### src/rtl/tem_trigger_gen_pkg.sv
// rtl/tem_trigger_gen_pkg.sv - shared types and constants for the TEM trigger generator
package tem_trigger_gen_pkg;

    typedef enum logic [1:0] {
        ST_IDLE  = 2'd0,
        ST_HIGH  = 2'd1,
        ST_LOW   = 2'd2,
        ST_ARMED = 2'd3
    } tem_state_t;

    // TEM high time; the K1 stage sizes its edge detector against this value.
    localparam int HIGH_CYCLES_DEFAULT = 1000;

    localparam logic MODE_INT = 1'b0;
    localparam logic MODE_EXT = 1'b1;

endpackage

### src/rtl/tem_sync_debounce.sv
// rtl/tem_sync_debounce.sv - async input synchroniser, high-level debounce and one-shot qualified edge
module tem_sync_debounce #(
    parameter int SYNC_STAGES = 2,
    parameter int DEBOUNCE    = 16
) (
    input  logic clk,
    input  logic rst,
    input  logic din,
    output logic qual
);

    localparam int CW = $clog2(DEBOUNCE + 1);
    localparam logic [CW-1:0] TARGET = CW'(DEBOUNCE);
    localparam logic [CW-1:0] ONE    = CW'(1);

    logic [SYNC_STAGES-1:0] sync_q;
    logic [CW-1:0]          cnt;
    logic                   sync_hi;

    assign sync_hi = sync_q[SYNC_STAGES-1];

    // The counter parks at TARGET while the input stays high, so only the
    // transition into TARGET produces an event; a low sample re-arms it.
    always_ff @(posedge clk or posedge rst) begin
        if (rst) begin
            sync_q <= '0;
            cnt    <= '0;
            qual   <= 1'b0;
        end else begin
            sync_q <= {sync_q[SYNC_STAGES-2:0], din};
            if (!sync_hi) begin
                cnt <= '0;
            end else if (cnt != TARGET) begin
                cnt <= cnt + ONE;
            end
            qual <= sync_hi && (cnt == TARGET - ONE);
        end
    end

endmodule

### src/rtl/tem_trigger_gen.sv
// rtl/tem_trigger_gen.sv - TEM strobe generator: internal bursts or debounced external triggers
module tem_trigger_gen
    import tem_trigger_gen_pkg::*;
#(
    parameter int HIGH_CYCLES = HIGH_CYCLES_DEFAULT,
    parameter int SYNC_STAGES = 2,
    parameter int DEBOUNCE    = 16,
    parameter int CNT_W       = 16
) (
    input  logic             clk,
    input  logic             rst,
    input  logic             enable,
    input  logic             mode_ext,
    input  logic             start,
    input  logic [31:0]      period,
    input  logic [CNT_W-1:0] burst_len,
    input  logic             ext_trig,
    output logic             TEM,
    output logic             busy,
    output logic             done,
    output logic [CNT_W-1:0] pulse_cnt,
    output logic             ext_miss
);

    localparam logic [31:0]      MIN_PERIOD = 32'(HIGH_CYCLES + 1);
    localparam logic [31:0]      HIGH_LAST  = 32'(HIGH_CYCLES - 1);
    localparam logic [CNT_W-1:0] CNT_ONE    = CNT_W'(1);

    tem_state_t       state;
    tem_state_t       next_state;
    logic             mode_q;
    logic [31:0]      eff_period_q;
    logic [CNT_W-1:0] burst_q;
    logic [31:0]      timer;
    logic             qual_edge;
    logic             complete;
    logic             launch;
    logic             enter_high;

    tem_sync_debounce #(
        .SYNC_STAGES(SYNC_STAGES),
        .DEBOUNCE   (DEBOUNCE)
    ) u_sync_debounce (
        .clk (clk),
        .rst (rst),
        .din (ext_trig),
        .qual(qual_edge)
    );

    assign launch     = (state == ST_IDLE) && start && enable;
    assign enter_high = (next_state == ST_HIGH) && (state != ST_HIGH);

    always_comb begin
        next_state = state;
        complete   = 1'b0;
        case (state)
            ST_IDLE: begin
                if (start && enable) begin
                    next_state = (mode_ext == MODE_EXT) ? ST_ARMED : ST_HIGH;
                end
            end
            ST_HIGH: begin
                if (timer == HIGH_LAST) begin
                    next_state = ST_LOW;
                end
            end
            ST_LOW: begin
                if (mode_q == MODE_EXT) begin
                    next_state = ST_ARMED;
                end else if (timer == eff_period_q - 32'd1) begin
                    if ((burst_q == '0) || (pulse_cnt < burst_q)) begin
                        next_state = ST_HIGH;
                    end else begin
                        next_state = ST_IDLE;
                        complete   = 1'b1;
                    end
                end
            end
            ST_ARMED: begin
                if (qual_edge) begin
                    next_state = ST_HIGH;
                end
            end
            default: next_state = ST_IDLE;
        endcase
        // Abort takes priority over everything, including burst completion.
        if ((state != ST_IDLE) && !enable) begin
            next_state = ST_IDLE;
            complete   = 1'b0;
        end
    end

    always_ff @(posedge clk or posedge rst) begin
        if (rst) begin
            state        <= ST_IDLE;
            TEM          <= 1'b0;
            busy         <= 1'b0;
            done         <= 1'b0;
            ext_miss     <= 1'b0;
            pulse_cnt    <= '0;
            mode_q       <= MODE_INT;
            eff_period_q <= MIN_PERIOD;
            burst_q      <= '0;
            timer        <= '0;
        end else begin
            state    <= next_state;
            TEM      <= (next_state == ST_HIGH);
            busy     <= (next_state != ST_IDLE);
            done     <= complete;
            ext_miss <= qual_edge && (mode_q == MODE_EXT) &&
                        ((state == ST_HIGH) || (state == ST_LOW));

            if (launch) begin
                mode_q       <= mode_ext;
                eff_period_q <= (period < MIN_PERIOD) ? MIN_PERIOD : period;
                burst_q      <= burst_len;
            end

            // An internal launch enters HIGH on the same edge, so it counts as pulse one.
            if (launch) begin
                pulse_cnt <= (next_state == ST_HIGH) ? CNT_ONE : '0;
            end else if (enter_high && (pulse_cnt != '1)) begin
                pulse_cnt <= pulse_cnt + CNT_ONE;
            end

            // Timer measures cycles since the current rising edge of TEM.
            if (enter_high) begin
                timer <= '0;
            end else if ((state == ST_HIGH) || (state == ST_LOW)) begin
                timer <= timer + 32'd1;
            end
        end
    end

endmodule

### config.mk
export PLATFORM = sky130hd
export DESIGN_NAME = tem_trigger_gen
export DESIGN_NICKNAME = d
export VERILOG_FILES = /design/src/rtl/tem_trigger_gen_pkg.sv /design/src/rtl/tem_sync_debounce.sv /design/src/rtl/tem_trigger_gen.sv
export SDC_FILE = /design/constraint.sdc
export NUM_CORES = 1
export LEC_CHECK = 0
export CORE_ASPECT_RATIO = 1.75
export CORE_UTILIZATION = 40
export CTS_BUF_LIST = sky130_fd_sc_hd__clkbuf_8 sky130_fd_sc_hd__clkbuf_16
export DETAILED_ROUTE_END_ITERATION = 10
export HOLD_SLACK_MARGIN = 0.03
export PLACE_DENSITY = 0.61
export SKIP_LAST_GASP = 1
export SLEW_MARGIN = 15
export SYNTH_ARGS = -nofsm -noshare
export SYNTH_HDL_FRONTEND = slang
export SYNTH_HIERARCHICAL = 1
export SYNTH_SLANG_ARGS = --single-unit
### constraint.sdc
create_clock -name clk -period 8.3 [get_ports clk]
set_clock_uncertainty 0.15 [all_clocks]
set_input_delay 1.66 -clock clk [delete_from_list [all_inputs] [get_ports clk]]
set_output_delay 1.66 -clock clk [all_outputs]
set_load 0.005 [all_outputs]
==> out/metrics.csv <==
stage,metric,value,unit
routing,DR vias,5810,
clock_tree,total CTS buffers,9,
grt,vias in the first global route,5735,
power_and_ir_drop,proportion of power drawn by combinational gates,0.393,
finish,layout cells sized above 1,0.0718,
clock_tree,post_cts resized,0,
synth,ys flop type,dfrtp_1,
timing,Final Cycle Share,0.503,
grt,largest net degree at the start of global routing,69,
finish,"most common cell after layout, fill and taps aside",nand2_1,
status,outcome,"finished, violations left",
power_and_ir_drop,clock share of power,0.196,
power_and_ir_drop,Internal Power,1250,uW
timing,Setup TNS Final,0,ns
finish,Area Overhead vs Synth,16.4,%
worst_hold_path,worst min path class,register to register,
critical_path,Crit Path Class,register to register,
routing,DRC violations left,1,
critical_path,critical path startpoint category,register,
synth,Syn Nets,860,
finish,most frequent cells in the layout,"121 x nand2_1, 104 x dfrtp_1, 73 x clkdlybuf4s50_1",
finish,nets,911,
routing,1st-iter DRT viols,237,
clock_tree,Clock Latency Late Sink,0.35,ns
placed_design,dpl hpwl,13600,microns
timing,Final Hold Viols,0,
finish,diode count,0,
placed_design,Port-buffer cells,73,
timing,"Setup violations, final",0,
critical_path,Critical Path End Type,register,
power_and_ir_drop,VDD IR max,0.117,mV
grt,global-route wire length before repair,29600,microns
critical_path,CP peak stage delay,0.52,ns
critical_path,Top Family by Delay on Critical Path,simple AND/OR/NAND/NOR gates,
timing,Rel. slew slack,0.258,
status,failing checks,DRC,
run,MaxCap Viol Count,0,
synth,"EDFF count, synth",0,
critical_path,Critical Path Fanout Max,20,
placed_design,RePlAce Congestion,0.868,
synth,Ys Warns,6,
synth,async set-reset flop share out of synthesis,1.00,
synth,"Cell Area, Synth",6870,sq um
critical_path,crit path DAT,4.29,ns
clock_tree,# H-tree levels,3,
clock_tree,Post-CTS Hold Fix Bufs,0,
clock_tree,Clock Tree Root,clkbuf_16,
clock_tree,maximum buffer depth of the clock tree,2,
power_and_ir_drop,Leak Pwr,0.00347,uW
critical_path,CP required,8.42,ns
critical_path,CP cell instances,nor4_2 > nand3_2 > or3_1 > xnor2_1 > nor4_1 > nand3_2 > nor4_2 > mux2_4 > or4_1 > a21oi_1,
die,Chip Height,175,microns
die,Die X,101,microns
die,I/O pin total,74,
routing,Post-DRT Antenna Nets,0,
critical_path,CP max-delay cell,or4_1,
clock_tree,number of setup buffers added after CTS,0,
power_and_ir_drop,switch share,0.425,
timing,Tmin final,4.18,ns
routing,Post-Route WL,18000,microns
power_and_ir_drop,Sw Pwr,925,uW
synth,Mapped Avg Cell Area,8.81,sq um
synth,register area share after synthesis,0.406,
timing,RSZ-0062 raised after global routing,no,
routing,wire length per cell,16.9,microns
grt,total gr overflow,0,
routing,drt pass-1 iters,8,
synth,Synth Register Bits,111,
synth,Synth Instances,780,
power_and_ir_drop,Power Density,272,nW/um^2
clock_tree,TritonCTS clock tree,built,
power_and_ir_drop,total power draw,2180,uW
die,Rows,63,
timing,Least-Margin Pin Slew,1.11,ns
timing,Final Max Slew Viols,0,
clock_tree,Clock Pin Slew Worst Setup and Hold Paths,0.08,ns
die,Initial Util,0.407,
critical_path,crit path buf inv count,0,
routing,Via density,5.47,
die,die area,17700,sq um
die,Core Footprint,16900,sq um
grt,Global Route Usage Sum,0.215,
grt,number of antenna violations at the first check in global routing,0,
synth,post-synthesis cell type count,66,
power_and_ir_drop,register share of total power,0.410,
timing,maximum operating frequency,240,MHz
clock_tree,Sink Count,111,
==> synth_stat cells, drive strengths merged, types with 4 or more instances <==
cell type | count | area, sq um
and3 | 27 | 170
nand2 | 121 | 454
nand3 | 41 | 225
buf | 13 | 113
dfrtp | 104 | 2600
a31oi | 4 | 25.0
nor2b | 5 | 31.3
nand4 | 18 | 113
a31o | 4 | 35.0
nand2b | 10 | 62.6
nor4 | 33 | 268
o31ai | 8 | 60.1
o22a | 5 | 43.8
clkbuf | 24 | 90.1
and2 | 4 | 25.0
ha | 26 | 325
mux2i | 5 | 50.1
a21o | 7 | 52.6
a21oi | 35 | 179
xor2 | 35 | 307
dfstp | 7 | 184
or4 | 14 | 109
inv | 40 | 150
a211oi | 5 | 42.5
or3 | 5 | 36.3
o21ai | 35 | 175
nor2 | 61 | 248
nor3 | 15 | 80.1
xnor2 | 35 | 307
==> cell type report <==
class / count / area (sq um)
clock buffers: 9 / 225
well taps: 227 / 284
fillers: 1689 / 8870
multi-input cells: 592 / 3730
clock inverters: 7 / 58.8
flip-flops and latches: 111 / 2790
inverters: 40 / 153
repair buffers: 77 / 761
==> state kept, by name, indices dropped and copies added (netlist names) <==
signal / count
pulse_cnt: 16
u_sync_debounce/qual: 1
burst_q: 16
ext_miss: 1
u_sync_debounce/cnt: 5
state: 2
busy: 1
u_sync_debounce/sync_q: 2
TEM: 1
done: 1
timer: 32
eff_period_q: 32
mode_q: 1
==> kinds of logic (layout without fill, tap and decap cells) <==
kind of cell	count (synthesis)	count (layout)	synth area share
xor gates and xnor gates	70	70	0.0892
and+or+nand+nor	367	367	0.282
AOI/OAI and AO/OA	122	122	0.113
adders and majority gates	26	26	0.0473
DFF	111	111	0.406
buffers and inverters	77	133	0.0514
muxes	7	7	0.0117
==> through the flow <==
stage,setup WS [ns],hold WS (ns),cells,util,area (sq um)
detailed placement,4.12,0.185,1047,0.457,7720
global placement,4.12,0.183,1047,0.457,7720
global route,3.77,0.213,1063,0.474,8000
floorplan,3.80,0.181,780,-,6870
CTS,4.11,0.204,1063,0.474,8000
finish,4.12,0.203,1063,0.474,8000
==> per-layer routing <==
| metal | up-vias | GRT usage | part of all wire |
|---|---|---|---|
| met3 | 35 | 0.0211 | 0.024 |
| met2 | 123 | 0.399 | 0.55 |
| met1 | 2821 | 0.251 | 0.40 |
| met5 | - | 0 | 0 |
| li1 | 2831 | - | - |
| met4 | 0 | 0.0755 | 0.026 |
==> final timing paths <==
path                                                 from                         to  slack, ns  depth (start not counted)
worst max-delay path                      eff_period_q[2]               pulse_cnt[8]       4.12                         10
worst min-delay path            u_sync_debounce/sync_q[0]  u_sync_debounce/sync_q[1]       0.20                          0
worst max register to register            eff_period_q[2]               pulse_cnt[8]       4.12                         10
worst min register to register  u_sync_debounce/sync_q[0]  u_sync_debounce/sync_q[1]       0.20                          0
max in group asynchronous                             rst                  timer[30]       5.20                          3
min in group asynchronous                             rst  u_sync_debounce/sync_q[0]       1.49                          2
==> power by group through the flow <==
stage / clock network [uW] / logic, uW / registers, uW
finish: 428 / 856 / 893
global route: 456 / 957 / 917
CTS: 438 / 861 / 891
detailed placement: 0 / 857 / 901
global placement: 0 / 846 / 900
floorplan: 0 / 714 / 818
Power figures use the tool's default switching activity.
